===== config.mk =====
export PLATFORM = sky130hd
export DESIGN_NAME = alu_issue_ctrl
export DESIGN_NICKNAME = d
export VERILOG_FILES = /design/src/rtl/alu_issue_ctrl.sv
export SDC_FILE = /design/constraint.sdc
export NUM_CORES = 1
export LEC_CHECK = 0
export BUFFER_PORTS_ARGS = -buffer_cell sky130_fd_sc_hd__buf_2
export CAP_MARGIN = 30
export CELL_PAD_IN_SITES_DETAIL_PLACEMENT = 1
export CELL_PAD_IN_SITES_GLOBAL_PLACEMENT = 1
export CORE_ASPECT_RATIO = 2
export CORE_MARGIN = 5
export CORE_UTILIZATION = 41
export DETAILED_ROUTE_END_ITERATION = 7
export GPL_ROUTABILITY_DRIVEN = 0
export PLACE_DENSITY_LB_ADDON = 0.1
export RECOVER_POWER = 50
export SLEW_MARGIN = 10
export SYNTH_ARGS = -nofsm -noshare
export SYNTH_HDL_FRONTEND = slang
export SYNTH_SLANG_ARGS = --single-unit

===== constraint.sdc =====
create_clock -name clk -period 4.25 [get_ports clk]
set_input_delay 0 -clock clk [delete_from_list [all_inputs] [get_ports clk]]
set_output_delay 0 -clock clk [all_outputs]
set_load 0.05 [all_outputs]

===== src/rtl/alu_issue_ctrl.sv =====
// rtl/alu_issue_ctrl.sv - Multi-cycle RV32 ALU issue sequencer (optional SLT_ALIAS_EN: funct3=010 aliases to sltu)
module alu_issue_ctrl #(
    parameter logic [3:0] ILLEGAL_CTRL = 4'hF,
    parameter bit         WB_X0        = 1'b0
) (
    input  logic        clk,
    input  logic        rst_n,
    input  logic        instr_valid,
    output logic        instr_ready,
    input  logic [31:0] instr,
    output logic [4:0]  rs1_addr,
    output logic [4:0]  rs2_addr,
    output logic [3:0]  alu_ctrl,
    output logic        alu_b_imm,
    output logic [31:0] imm,
    input  logic [31:0] alu_result,
    output logic        rd_we,
    output logic [4:0]  rd_addr,
    output logic [31:0] rd_wdata,
    output logic        illegal,
    output logic        busy
);

    localparam logic [6:0] OP_R = 7'b0110011;
    localparam logic [6:0] OP_I = 7'b0010011;

    typedef enum logic [1:0] {
        IDLE   = 2'd0,
        DECODE = 2'd1,
        EXEC   = 2'd2,
        WB     = 2'd3
    } state_t;

    state_t      state;
    state_t      state_next;
    logic [31:0] instr_q;

    logic [31:0] instr_q_next;
    logic        instr_ready_next;
    logic [4:0]  rs1_addr_next;
    logic [4:0]  rs2_addr_next;
    logic [3:0]  alu_ctrl_next;
    logic        alu_b_imm_next;
    logic [31:0] imm_next;
    logic        rd_we_next;
    logic [4:0]  rd_addr_next;
    logic [31:0] rd_wdata_next;
    logic        illegal_next;
    logic        busy_next;

    logic [6:0]  opcode;
    logic [2:0]  funct3;
    logic [6:0]  funct7;
    logic        f3_legal;
    logic [3:0]  f3_ctrl;
    logic        dec_legal;
    logic [3:0]  dec_ctrl;
    logic        dec_b_imm;

    assign opcode = instr_q[6:0];
    assign funct3 = instr_q[14:12];
    assign funct7 = instr_q[31:25];

    // funct3 mapping shared by the R-type (funct7=0) and I-type groups.
    always_comb begin
        f3_legal = 1'b1;
        f3_ctrl  = 4'd0;
        case (funct3)
            3'b000: f3_ctrl = 4'd0;
            3'b111: f3_ctrl = 4'd2;
            3'b110: f3_ctrl = 4'd3;
            3'b100: f3_ctrl = 4'd4;
            3'b011: f3_ctrl = 4'd5;
`ifdef SLT_ALIAS_EN
            3'b010: f3_ctrl = 4'd5;
`endif
            default: f3_legal = 1'b0;
        endcase
    end

    always_comb begin
        dec_legal = 1'b0;
        dec_ctrl  = ILLEGAL_CTRL;
        dec_b_imm = 1'b0;
        if (opcode == OP_R) begin
            if (funct7 == 7'b0000000 && f3_legal) begin
                dec_legal = 1'b1;
                dec_ctrl  = f3_ctrl;
            end else if (funct7 == 7'b0100000 && funct3 == 3'b000) begin
                dec_legal = 1'b1;
                dec_ctrl  = 4'd1;
            end
        end else if (opcode == OP_I && f3_legal) begin
            dec_legal = 1'b1;
            dec_ctrl  = f3_ctrl;
            dec_b_imm = 1'b1;
        end
    end

    // Next-state and next-output logic; every output is a flop fed from here.
    always_comb begin
        state_next       = state;
        instr_q_next     = instr_q;
        instr_ready_next = 1'b0;
        rs1_addr_next    = rs1_addr;
        rs2_addr_next    = rs2_addr;
        alu_ctrl_next    = alu_ctrl;
        alu_b_imm_next   = alu_b_imm;
        imm_next         = imm;
        rd_we_next       = 1'b0;
        rd_addr_next     = rd_addr;
        rd_wdata_next    = rd_wdata;
        illegal_next     = 1'b0;
        case (state)
            IDLE: begin
                instr_ready_next = 1'b1;
                if (instr_valid && instr_ready) begin
                    state_next       = DECODE;
                    instr_ready_next = 1'b0;
                    instr_q_next     = instr;
                    rs1_addr_next    = instr[19:15];
                    rs2_addr_next    = instr[24:20];
                end
            end
            DECODE: begin
                rs1_addr_next  = instr_q[19:15];
                rs2_addr_next  = instr_q[24:20];
                imm_next       = {{20{instr_q[31]}}, instr_q[31:20]};
                alu_ctrl_next  = dec_ctrl;
                alu_b_imm_next = dec_b_imm;
                if (dec_legal) begin
                    state_next = EXEC;
                end else begin
                    state_next       = IDLE;
                    illegal_next     = 1'b1;
                    instr_ready_next = 1'b1;
                end
            end
            EXEC: begin
                state_next    = WB;
                rd_wdata_next = alu_result;
                rd_addr_next  = instr_q[11:7];
                rd_we_next    = WB_X0 || (instr_q[11:7] != 5'd0);
            end
            WB: begin
                state_next       = IDLE;
                instr_ready_next = 1'b1;
            end
            default: state_next = IDLE;
        endcase
        busy_next = (state_next != IDLE);
    end

    always_ff @(posedge clk or negedge rst_n) begin
        if (!rst_n) begin
            state <= IDLE;
        end else begin
            state <= state_next;
        end
    end

    always_ff @(posedge clk or negedge rst_n) begin
        if (!rst_n) begin
            instr_q     <= 32'd0;
            instr_ready <= 1'b0;
            rs1_addr    <= 5'd0;
            rs2_addr    <= 5'd0;
            alu_ctrl    <= 4'd0;
            alu_b_imm   <= 1'b0;
            imm         <= 32'd0;
            rd_we       <= 1'b0;
            rd_addr     <= 5'd0;
            rd_wdata    <= 32'd0;
            illegal     <= 1'b0;
            busy        <= 1'b0;
        end else begin
            instr_q     <= instr_q_next;
            instr_ready <= instr_ready_next;
            rs1_addr    <= rs1_addr_next;
            rs2_addr    <= rs2_addr_next;
            alu_ctrl    <= alu_ctrl_next;
            alu_b_imm   <= alu_b_imm_next;
            imm         <= imm_next;
            rd_we       <= rd_we_next;
            rd_addr     <= rd_addr_next;
            rd_wdata    <= rd_wdata_next;
            illegal     <= illegal_next;
            busy        <= busy_next;
        end
    end

endmodule


== After elaboration in Yosys (flattened, before gate mapping) ==
Index checks and enable logic that the tools add are counted.
Cells by class
  equality and inequality tests: 11
  muxes and demuxes: 23
  reductions and logical operators: 13
Operators with widths (number)
  $pmux 5 s2: 2
  $mux 4: 4
  $eq 7x6->1 const B: 2
  $pmux 3 s4: 1
  $mux 1: 10
  $mux 5: 2
  $eq 3x3->1 const B: 3
  $pmux 2 s4: 1
  $eq 7x5->1 const B: 1
  $logic_not 7->1: 1
  $reduce_bool 5->1: 1
  $reduce_or 5->1: 1
  $eq 2x2->1 const B: 2
  $logic_and 1x1->1: 4
  $mux 2: 2
  $reduce_and 2->1: 2
  $reduce_bool 2->1: 2
  $eq 3x2->1 const B: 1
  $logic_not 3->1: 1
  $pmux 1 s3: 1
  $eq 2x1->1 const B: 1
  $logic_not 2->1: 1
  $ne 2x2->1 const B: 1
Word-level totals
  register bits: 102
  input bits: 67
  output and inout port bits: 88
  word-level logic and storage cells: 60

== Depth between registers and ports, before layout ==
Gate-level depths: netlist (run 1).
  depth in word-level cells: 9
  depth in mapped cells: 5
  depth with buffers taken out: 4

== Least setup slack after synthesis (run 1) ==
Ideal clock, no wire load.
  path type: reg2reg
  start point: register instr_ready
  end point: register instr_q[10]
  data arrival time: 1.625 ns
  data required time: 4.125 ns
  setup slack: 2.500 ns
  cell stages (with the launch flop): 5
  buffers on the path: 1
  clock period less this slack: 1.750 ns
  cell sequence: dfrtp_1 nand2_1 nor3_2 buf_2 mux2_2
Between the ends
  word-level cells in the longest chain between the ends: 2
RTL lines
  start, declared: RTL line 9  | output logic instr_ready,
  start signal, assigned: RTL line 178  | instr_ready <= instr_ready_next;
  $logic_and 1x1->1: RTL line 117  | if (instr_valid && instr_ready) begin
  $reduce_and 2->1 (no line)
  end signal, assigned: RTL line 177  | instr_q <= instr_q_next;
  end, declared: RTL line 36  | logic [31:0] instr_q;
Every way passes these cells.
A chain may end at the register's enable or synchronous reset.

==> summary by stage, run 1 <==
Layout
The repair_antennas step left the layout with diodes totalling 0. The post-layout instance area is about 0.0059 mm^2. In the layout the commonest cells are 110 x sky130_fd_sc_hd__buf_2, 102 x sky130_fd_sc_hd__dfrtp_1, 65 x sky130_fd_sc_hd__dlygate4sd3_1.

For this run, the post-layout net count is 566. Leaving out fill and tap cells, the most frequent cell in the layout is sky130_fd_sc_hd__buf_2. In the final layout, the share of cells above drive strength 1 is 0.396. The area growth from synthesis to final layout is 42.2%.

Drt
The final wirelength is approximately 11 mm. The DRC violation count after routing is 0. For this block, the initial DRC count from the detailed router was between 90 and 100. In the final routed layout, each cell accounts on average for between 15 and 20 um. The first-pass iteration count of the detailed router is 4. The number of vias per cell after detailed routing is 4.84. Once detail routing completed, the nets flagged for antenna violations numbered 0.

The number of vias in the routed layout is slightly above 3000.

Outcome
The run finished, with violations left. The final reports fail on capacitance limit, slew limit.

Timing
The setup TNS is 0 ns. Headroom to the max-slew limit came out at -0.0689. For the pin with the worst max-slew slack, the measured transition is between 1.5 and 2 ns. Counting I/O delays and the setup requirement, the final critical path takes about 2.5 ns. The max-slew violation total from the final report is 31. Setup violations remaining at the end of the flow were counted as 0. Between clock sinks in the finished design, the worst skew comes to 0.00946 ns. The final period utilization is 0.581. Based on the critical path, the design can be clocked at up to 405 MHz. Setup repair after global routing left no endpoint under its margin. The final count of hold timing violations is 0.

Pwr
The relative contribution of sequential cells to total power is 0.335. The total net switching power is about 2.3 mW. The worst-case IR drop observed on VDD is 0.417 mV.

The switching power as a share of total power is 0.479. For this design the static power due to leakage is around 2.8 nW. The internal power of the cells totals around 2.4 mW. The total power density per cell area is approximately 800 mW/mm^2. Of the total power, combinational logic draws 0.471.

The clock network fraction of design power is 0.194.

Yosys
The number of synthesized flops with an enable pin is 0. The number of cells produced by synthesis is ~300. The most used flip-flop cell after synthesis is sky130_fd_sc_hd__dfrtp_1.

Synthesis produced a netlist with a net count of approximately 360. After synthesis, the mean cell area works out to between 10 and 15 um^2. The area of the mapped netlist is just over 0.004 mm^2.

The number of different library cells used by synthesis comes to 35. The flop and latch count out of synthesis is around 100. Of all flip-flops after synthesis, the portion carrying an async set or reset was 1.00. The warning count from the yosys run is 0. The share of the Yosys chip area taken by registers is 0.620.

Clock tree
The clock insertion delay at the later pin of the skew report is ~0.34 ns. The number of setup buffers added after CTS is 0. The post-CTS clock slew at the launch and capture registers of the worst setup and hold paths is 0.06 ns.

The number of H-tree levels is 3. The buffer depth of the longest clock path is 2. TritonCTS built the clock tree. The total clock buffers created by CTS is 9.

The number of sinks driven by the clock tree is approximately 100. The CTS root buffer is sky130_fd_sc_hd__clkbuf_16.

Placed design
The total half-perimeter wirelength after legalization and detailed placement is roughly 7.4 mm. Port buffering added 154 buffers. The standard cell area after detailed placement is around 0.005 mm^2.

Floorplan
The floorplan has just over 50 rows. The die covers between 0.01 and 0.015 mm^2. The vertical extent of the die is between 150 and 200 um. The initial utilization of the core area, before any placement, comes to 0.422. In this run the count of I/O pins placed on the die edge is between 150 and 200. In this run the horizontal extent of the chip is around 81 um. The area of the core is about 0.0098 mm^2.

GRT
For this run, the total global-route usage over all layers was measured as 0.196. The initial antenna violation count is 0. The pin count of the biggest net entering global routing is 74.

The number of global-route vias before repair is ~3500. The overall overflow remaining after global route is 0. The first global-routing pass estimated roughly 18 mm of wire.

Worst setup path
For the worst setup path, the data arrival time is 2.63 ns. The category of the worst setup path launch point is an input port. The critical path capture point type is an asynchronous set/reset pin. The worst register-to-register path has a depth of 3. For the worst setup path, the data required time is 4.41 ns. The setup path with the least slack is of type in2async. The maximum fanout along the worst path is 30.

Hold path
The cell depth of the worst min-delay path is 3. The path class of the tightest hold or removal check is in2reg.

Flow run
Across the run, the number of max-cap violations was 1.
==> metal layers <==
layer | track usage | up-vias | wire (um)
met5 | 0 | - | 0
met1 | 0.209 | 1552 | 3990
met2 | 0.364 | 93 | 6520
met3 | 0.0509 | 12 | 619
met4 | 0.0668 | 0 | 180
li1 | - | 1414 | -
==> flip-flops by register name (all words and copies together) (netlist names), 2 cells and up <==
name,flops
rd_wdata,32
state,2
instr_q,32
rs2_addr,5
imm,12
alu_ctrl,4
rs1_addr,5
rd_addr,5
==> metrics by stage <==
step	cells	worst slack [ns]	hold WS [ns]	power (mW)	utilization
floorplan	296	2.50	-0.296	3.37	-
global placement	553	2.14	0.202	3.76	0.500
detailed placement	554	2.05	0.209	3.81	0.503
CTS	633	2.03	0.0111	4.79	0.603
global route	634	1.18	0.0317	4.93	0.599
finish	634	1.78	0.0189	4.70	0.599
==> logic make-up (layout without fill, tap and decap cells) <==
kind of cell,after synthesis,after routing,share of synthesized area
and+or+nand+nor,60,60,0.0718
muxes,68,68,0.186
xor gates and xnor gates,1,1,0.00213
AOI/OAI and AO/OA,32,32,0.0675
DFF,102,102,0.620
buffers and inverters,33,239,0.0523
==> power by group through the flow <==
stage          registers (mW)  logic, mW  clock network [mW]
2_1_floorplan            2.48      0.887                   0
3_3_place_gp             1.56       2.20                   0
4_1_cts                  1.57       2.28               0.935
3_5_place_dp             1.59       2.23                   0
5_1_grt                  1.63       2.32               0.977
6_report                 1.57       2.22               0.913
==> repair_timing <==
item / CTS / global route
hold endpoints to repair: 146 / 0
hold buffers: 65 / 0
gates resized for setup: 0 / 0
setup endpoints to repair: 0 / 0
==> path summary, 6_finish.rpt <==
kind / from / to / slack, ns
setup / recovery: rst_n / imm[7] / 1.78
hold / removal: instr_valid / state[0] / 0.02
setup reg to reg: state[0] / rs2_addr[1] / 2.06
hold reg to reg: imm[7] / imm[7] / 0.47
max in group clk: state[0] / rs2_addr[1] / 2.06
min in group asynchronous: rst_n / instr_q[5] / 0.41
==> critical path, cell delays in order <==
cell                            delay (ns)
sky130_fd_sc_hd__dlygate4sd3_1        0.52
sky130_fd_sc_hd__clkbuf_1             0.85
sky130_fd_sc_hd__clkbuf_1             1.24
==> Yosys cell counts, types with 2 or more instances <==
cell type                   n  area share
sky130_fd_sc_hd__a21o_1    10       0.018
sky130_fd_sc_hd__mux2_1     4       0.011
sky130_fd_sc_hd__dfrtp_1  102        0.62
sky130_fd_sc_hd__nor2_1    13       0.012
sky130_fd_sc_hd__buf_4     21       0.038
sky130_fd_sc_hd__nand2_1   27       0.025
sky130_fd_sc_hd__a21oi_1    4      0.0049
sky130_fd_sc_hd__a221o_1    5       0.012
sky130_fd_sc_hd__nor2b_1    3      0.0046
sky130_fd_sc_hd__buf_2     10       0.012
sky130_fd_sc_hd__mux2_2    64        0.18
sky130_fd_sc_hd__and2_1     5      0.0076
sky130_fd_sc_hd__a22o_1     5       0.011
sky130_fd_sc_hd__or2_1      2      0.0030
==> layout make-up <==
| type | instances | area [um^2] |
|---|---|---|
| Multi-Input combinational cell | 161 | 1360 |
| Fill cell | 1045 | 3910 |
| Clock inverter | 4 | 97.6 |
| Tap cell | 132 | 165 |
| Sequential cell | 102 | 2550 |
| Clock buffer | 10 | 229 |
| Inverter | 1 | 3.75 |
| Timing Repair Buffer | 224 | 1440 |
(Power assumes the default switching activity.)
==> run 2, diff against run 1 <==
--- a/config.mk
+++ b/config.mk
@@ -11,7 +11,7 @@
 export CELL_PAD_IN_SITES_GLOBAL_PLACEMENT = 1
 export CORE_ASPECT_RATIO = 2
 export CORE_MARGIN = 5
-export CORE_UTILIZATION = 41
+export CORE_UTILIZATION = 34
 export DETAILED_ROUTE_END_ITERATION = 7
 export GPL_ROUTABILITY_DRIVEN = 0
 export PLACE_DENSITY_LB_ADDON = 0.1
==> constraint.sdc (replaced) <==
create_clock -name clk -period 2.2 [get_ports clk]
set_input_delay 0 -clock clk [delete_from_list [all_inputs] [get_ports clk]]
set_output_delay 0 -clock clk [all_outputs]
set_load 0.05 [all_outputs]
==> run 2 against run 1 <==
The flow now finishes without violations. Clock skew decreased by 0.0023 ns. Total power increased by 94%. Worst setup slack got worse by 1.3 ns. Wire length decreased by 5.3%. Die area increased by 19%. Core utilization decreased by 11 points. First-iteration DRC count decreased by 42%. Cell area increased by 0.28%. Critical path type is now reg2reg. Sequential cell count unchanged.
==> summary by stage, run 2 (synthesis results as in run 1) <==
Worst setup path
The critical path capture point type is a flop. The type of the worst setup path is reg2reg. The highest-delay cell along the critical path is sky130_fd_sc_hd__nor4_2. The data arrival time of the critical path came to 1.90 ns (-0.73 ns). The source of the worst register-to-register timing path is instr_q[31]. In this run the critical register-to-register path is captured at alu_ctrl[1]. The register-to-register setup slack is 0.50 ns (-1.56 ns).

The maximum fanout along the worst path is 6 (-80%). The critical path's largest stage delay is 0.46 ns (-0.78 ns). The depth of the critical timing path with buffers and inverters included is 4 (+1). The critical path required time is 2.40 ns (-2.01 ns). The number of buffers and inverters on the critical path is 0 (-3).

The critical path's top delay family is compound AO/OA/AOI/OAI gates. STA classifies the critical path startpoint as a flop. Traced cell by cell, the critical path runs through nor4_2 -> a21boi_2 -> o32ai_4 -> a21oi_1. The path depth of the worst reg2reg path is 4 (+1).

GRT
The initial antenna violation count is 0 (unchanged). The overall overflow remaining after global route was 0 (unchanged). The wire length of the first global-routing pass was 16.8 mm (-7.5%). The global-route total usage across every layer is 0.150 (-0.0459). The pin count of the biggest net entering global routing is 53 (-28%). The number of global-route vias before repair is 3312 (-6.5%).

Timing
The final critical-path required period is around 1.7 ns. The worst max-slew margin expressed relative to the limit is 0.101 (+0.170). The fmax is ~590 MHz. The worst hold slack after final layout was 0.0145 ns (-0.00439 ns). Of the available clock period, the critical path in the final layout requires 0.772. The final count of negative-setup-slack endpoints is 0 (unchanged).

The max-slew violation total from the final report came to 0 (-100%). The setup TNS is 0 ns (unchanged). Setup repair after global routing left no endpoint under its margin. The final count of hold timing violations is 0 (unchanged).

The transition time of the tightest slew-check pin was 1.35 ns (-0.255 ns). The worst clock skew on the final layout is 0.00714 ns (-0.00232 ns).

Drt
The number of routed nets with antenna violations came to 0 (unchanged). The number of vias per cell after detailed routing is 4.67 (-3.5%). The mean routed wirelength per cell was 16.4 um (-7.9%). The final wirelength came to 10.7 mm (-5.3%). The first-pass iteration count of the detailed router is 4 (unchanged).

The number of vias in the routed layout is 3048 (-0.75%). The DRC violation count after routing is 0 (unchanged). The number of DRC markers in iteration 0 was 56 (-42%).

Floorplan
The area of the core was 0.0120 mm^2 (+23%). The cell row count was 57 (+12%). The die outline width is 87.8 um (+8.6%). The die outline area is 0.0145 mm^2 (+19%). The total I/O pin count was 155 (unchanged). The starting density of the core came to 0.343 (-0.0780). The vertical extent of the die is 166 um (+9.2%).

Flow run
The number of maximum-capacitance violations is 0 (-1).

Pwr
The total power of the final layout came to 9.14 mW (+94%). The total power density per cell area is 1560 mW/mm^2 (+94%). The worst-case vdd ir drop is 0.927 mV (+120%). The static power due to leakage is 2.77 nW (-2.0%).

Outcome
The flow ran to the end, and the final reports show no timing, DRC or antenna violations.

Layout
The largest registers in the layout are instr_q: 32 flops, rd_wdata: 32 flops, imm: 12 flops. In the layout the commonest cells are 102 x sky130_fd_sc_hd__dfrtp_1, 86 x sky130_fd_sc_hd__buf_2, 67 x sky130_fd_sc_hd__clkbuf_1. The area growth from synthesis to final layout is 42.6%. The footprint of the flip-flops and latches is 0.00255 mm^2 (unchanged). The area used by multi-input combinational logic was 0.00136 mm^2 (unchanged).

The proportion of layout cells with a drive suffix above 1 is 0.358 (-0.0380). The most common library cell in the layout ignoring fill and taps is sky130_fd_sc_hd__dfrtp_1. The post-layout net count was 567 (+0.18%). The number of diodes is 0 (unchanged). The number of fillers in the final layout is 1280 (+22%).

Clock tree
The number of setup buffers added after CTS came to 0 (unchanged). The number of sinks driven by the clock tree is 102 (unchanged). The clock insertion delay at the later pin of the skew report is 0.34 ns (about the same). The buffer depth of the longest clock path is 2 (unchanged). The number of H-tree levels is 3 (unchanged).

The CTS root buffer is sky130_fd_sc_hd__clkbuf_16. The total clock buffers created by CTS is 9 (unchanged). The post-CTS clock slew at the launch and capture registers of the worst setup and hold paths came to 0.07 ns (about the same). The CTS tree is built.

Placed design
The total half-perimeter wirelength after legalization and detailed placement is 7.40 mm (+0.14%). The number of port buffers was 154 (unchanged).

Hold path
The path with the worst hold slack has its endpoint at state[0]. The worst hold path begins at instr_valid. The min-delay analysis places its worst path in the category in2reg.

The cell depth of the worst min-delay path was 3 (unchanged).
==> run 2: cell types whose count changed in the layout (fill, tap and decap cells not counted) <==
cell	change
sky130_fd_sc_hd__buf_16	-2
sky130_fd_sc_hd__clkinv_4	+1
sky130_fd_sc_hd__clkbuf_8	+1
sky130_fd_sc_hd__inv_8	+1
sky130_fd_sc_hd__buf_2	-24
sky130_fd_sc_hd__clkbuf_2	+1
sky130_fd_sc_hd__buf_4	+2
sky130_fd_sc_hd__buf_12	+2
sky130_fd_sc_hd__clkbuf_1	+21
==> run 2: area by class of cell <==
type | count | area share
flip-flops and latches | 102 | 0.435
well taps | 147 | 0.0313
clock inverters | 6 | 0.0200
clock buffers | 10 | 0.0407
multi-input cells | 161 | 0.232
repair buffers | 225 | 0.240
inverters | 1 | 0.000640
==> run 2: worst reg2reg max path: cells and delay by family (launching register included) <==
kind	cells	cell delay, ns
compound gates	3	0.69
simple gates	1	0.46
flops	1	0.42
==> run 2: stage by stage <==
step / instances / setup WS [ns] / utilization / area (um^2)
after global placement: 571 / 0.568 / 0.413 / 4950
after floorplan: 296 / 0.450 / - / 4120
after global routing: 652 / 0.349 / 0.490 / 5870
final: 652 / 0.501 / 0.490 / 5870
after detailed placement: 571 / 0.475 / 0.413 / 4950
after CTS: 652 / 0.439 / 0.497 / 5950
==> run 2: what timing repair did <==
item	in CTS	in global routing
hold buffers	65	0
endpoints found under the setup margin	0	0
endpoints found under the hold margin	124	0
gates resized for setup	0	0
==> run 2: power breakdown <==
| part | total (mW) | switching, mW | internal (mW) |
|---|---|---|---|
| logic | 4.23 | 3.22 | 1.01 |
| registers | 3.04 | 0.467 | 2.57 |
| clock network | 1.87 | 0.715 | 1.15 |
| total | 9.14 | 4.40 | 4.74 |
==> run 2: how the worst max path moves through the flow <==
stage / endpoint / from / slack [ns]
global route: alu_ctrl[2] / instr_q[31] / 0.35
floorplan: instr_q[10] / instr_ready / 0.45
CTS: alu_ctrl[1] / instr_q[31] / 0.44
finish: alu_ctrl[1] / instr_q[31] / 0.50
detailed placement: alu_ctrl[2] / instr_q[31] / 0.47
global placement: alu_ctrl[1] / instr_q[31] / 0.57
==> run 2: routing by layer <==
metal	part of all wire	wire length, um	vias to the layer above	global-route usage
met1	0.39	4130	1515	0.185
met4	0.020	214	0	0.0580
met3	0.068	723	12	0.0298
met2	0.53	5640	97	0.255
met5	0	0	-	0
li1	-	-	1424	-
==> run 3, diff against run 2 <==
==> constraint.sdc (replaced) <==
create_clock -name clk -period 1.4 [get_ports clk]
set_input_delay 0 -clock clk [delete_from_list [all_inputs] [get_ports clk]]
set_output_delay 0 -clock clk [all_outputs]
set_load 0.05 [all_outputs]
==> run 3 against run 2 <==
The flow now finishes with violations (setup timing). Wire length up 17%. Clock skew about the same. Total power up 65%. Sequential cell count unchanged. Die area unchanged. Non-clock buffer count up 43. Fmax up 11%. Sequential power up 57%. Critical endpoint unchanged.
==> summary by stage, run 3 (synthesis results as in run 1) <==
Outcome
The run finished, with violations left. The checks that failed: setup timing.

Clock tree
The clock insertion delay at the later pin of the skew report was 0.33 ns (about the same). The post-CTS clock slew at the launch and capture registers of the worst setup and hold paths is 0.07 ns (about the same). The number of H-tree levels came to 3 (unchanged). The buffer depth of the longest clock path came to 2 (unchanged). TritonCTS built the clock tree. The total clock buffers created by CTS is 9 (unchanged). The CTS root buffer is sky130_fd_sc_hd__clkbuf_16. The number of sinks driven by the clock tree is 102 (unchanged).

Layout
The area used by multi-input combinational logic came to 0.00162 mm^2 (+19%). Leaving out fill and tap cells, the most frequent cell in the layout is sky130_fd_sc_hd__buf_2. In the layout the commonest cells are 153 x sky130_fd_sc_hd__buf_2, 98 x sky130_fd_sc_hd__dfrtp_1, 65 x sky130_fd_sc_hd__dlygate4sd3_1. The post-layout instance area came to 0.00664 mm^2 (+13%). In the final layout, the registers with the most flip-flops are instr_q: 32 flops, rd_wdata: 32 flops, imm: 12 flops. The number of fillers in the final layout came to 1243 (-2.9%). The number of diodes is 0 (unchanged). Compared with the post-synthesis result, the final layout area differs by 61.3%.

The footprint of the flip-flops and latches came to 0.00256 mm^2 (+0.20%). The proportion of layout cells with a drive suffix above 1 is 0.552 (+0.194). The post-layout net count is 610 (+7.6%).

Timing
The worst clock skew on the final layout is 0.00715 ns (+0.0000112 ns). The worst max-slew margin expressed relative to the limit is 0.573 (+0.472). The max-slew violation total from the final report is 0 (unchanged). The final critical-path required period is 1.53 ns (-0.170 ns).

The final count of negative-setup-slack endpoints is 66 (+66). The fmax is 654 MHz (+11%). The final period utilization is 1.09 (+0.320). The transition time of the tightest slew-check pin came to 0.640 ns (-0.708 ns).

Setup repair after global routing could not meet its margin everywhere. The final worst slack is -0.129 ns (-0.630 ns). The final count of hold timing violations is 0 (unchanged).

Worst setup path
The critical path's largest stage delay came to 0.40 ns (-0.06 ns). The type of the worst setup path is reg2reg. The highest-delay cell along the critical path is sky130_fd_sc_hd__o32ai_4. The critical path required time is 1.60 ns (-0.80 ns). The number of buffers and inverters on the critical path is 0 (unchanged).

The depth of the critical timing path with buffers and inverters included is 4 (unchanged). Walking the worst path, the cells encountered are and4bb_2 -> o2111ai_4 -> o32ai_4 -> a21oi_1. The data arrival time of the critical path was 1.73 ns (-0.17 ns). The worst setup path is launched from a flop. The maximum fanout along the worst path is 6 (unchanged).

The path depth of the worst reg2reg path is 4 (unchanged). The worst setup path is captured at a flop. In this design, the largest share of critical-path delay is due to compound AO/OA/AOI/OAI gates.

Drt
The number of vias per cell after detailed routing was 4.72 (+0.91%). The mean routed wirelength per cell is 18.0 um (+9.7%). The number of vias in the routed layout is 3274 (+7.4%). The number of DRC markers in iteration 0 came to 76 (+36%). The first-pass iteration count of the detailed router came to 4 (unchanged). The final wirelength is 12.5 mm (+17%). The DRC violation count after routing came to 0 (unchanged). The number of routed nets with antenna violations is 0 (unchanged).

Placed design
The total half-perimeter wirelength after legalization and detailed placement came to 7.72 mm (+4.3%). The standard cell area after detailed placement is 0.00517 mm^2 (+4.5%). The number of port buffers came to 154 (unchanged).

Hold path
The path class of the tightest hold or removal check is in2reg. The cell depth of the worst min-delay path was 3 (unchanged).

GRT
The overall overflow remaining after global route is 0 (unchanged). The number of global-route vias before repair is 3610 (+9.0%). The initial antenna violation count is 0 (unchanged). The global-route total usage across every layer is 0.160 (+0.00976). The wire length of the first global-routing pass is 17.9 mm (+6.6%). The pin count of the biggest net entering global routing was 50 (-5.7%).

Floorplan
The total I/O pin count came to 155 (unchanged). The vertical extent of the die is 166 um (unchanged). The cell row count was 57 (unchanged). The area of the core is 0.0120 mm^2 (unchanged). The die outline width is 87.8 um (unchanged). The die outline area is 0.0145 mm^2 (unchanged). The starting density of the core is 0.343 (unchanged).

Flow run
The number of maximum-capacitance violations is 0 (unchanged).

Pwr
The static power due to leakage is 3.37 nW (+22%). The total power density per cell area is 2280 mW/mm^2 (+46%). The worst-case vdd ir drop was 1.57 mV (+69%).

The total power of the final layout is 15.1 mW (+65%).
-- run 3: final timing paths --
kind / slack (ns) / start / endpoint
worst max-delay path: -0.13 / instr_q[2] / alu_ctrl[1]
worst min-delay path: 0.13 / instr_valid / state[0]
worst max register to register: -0.13 / instr_q[2] / alu_ctrl[1]
worst min register to register: 0.48 / imm[0] / imm[0]
max in group asynchronous: 0.24 / rst_n / imm[11]
min in group asynchronous: 0.23 / rst_n / instr_q[24]
-- run 3: routing by layer --
metal / global-route usage / routed length [um]
met2: 0.289 / 6830
met1: 0.188 / 4780
met3: 0.0233 / 719
met5: 0 / 0
met4: 0.0573 / 168
-- run 3: timing repair --
item | in CTS | in global routing
pin swaps | 1 | 8
cloned | 2 | 3
setup endpoints to repair | 79 | 94
resized for setup | 26 | 52
buffers inserted | 9 | 9
hold endpoints to repair | 176 | 0
hold buffers | 65 | 0
-- run 3: metrics by stage --
stage	cells	setup slack, ns	hold slack, ns	util	TNS (ns)
5_1_grt	694	-0.194	0.150	0.554	-7.43
6_report	694	-0.129	0.132	0.554	-3.57
4_1_cts	683	-0.122	0.0718	0.527	-3.07
3_5_place_dp	593	-0.135	-0.0617	0.431	-4.20
2_1_floorplan	296	-0.128	-0.296	-	-3.75
3_3_place_gp	593	-0.106	-0.0657	0.431	-1.59
-- run 3: cell type report --
class / count / area share
clock buffer: 9 / 0.0339
multi-input combinational: 161 / 0.244
sequential: 102 / 0.385
timing repair buffer: 268 / 0.299
inverter: 1 / 0.000566
tap: 147 / 0.0277
clock inverter: 6 / 0.00961
-- run 3: worst register-to-register path, delay by kind of cell, from the launching register on --
kind / cells / cell delay (ns)
AO/OA/AOI/OAI: 3 / 0.67
flip-flops: 1 / 0.37
AND/OR/NAND/NOR: 1 / 0.34
-- run 3: where the power goes --
| part | switching [mW] | internal, mW |
|---|---|---|
| logic | 5.32 | 2.57 |
| clock network | 1.06 | 1.37 |
| registers | 0.731 | 4.05 |
| total | 7.11 | 8.00 |
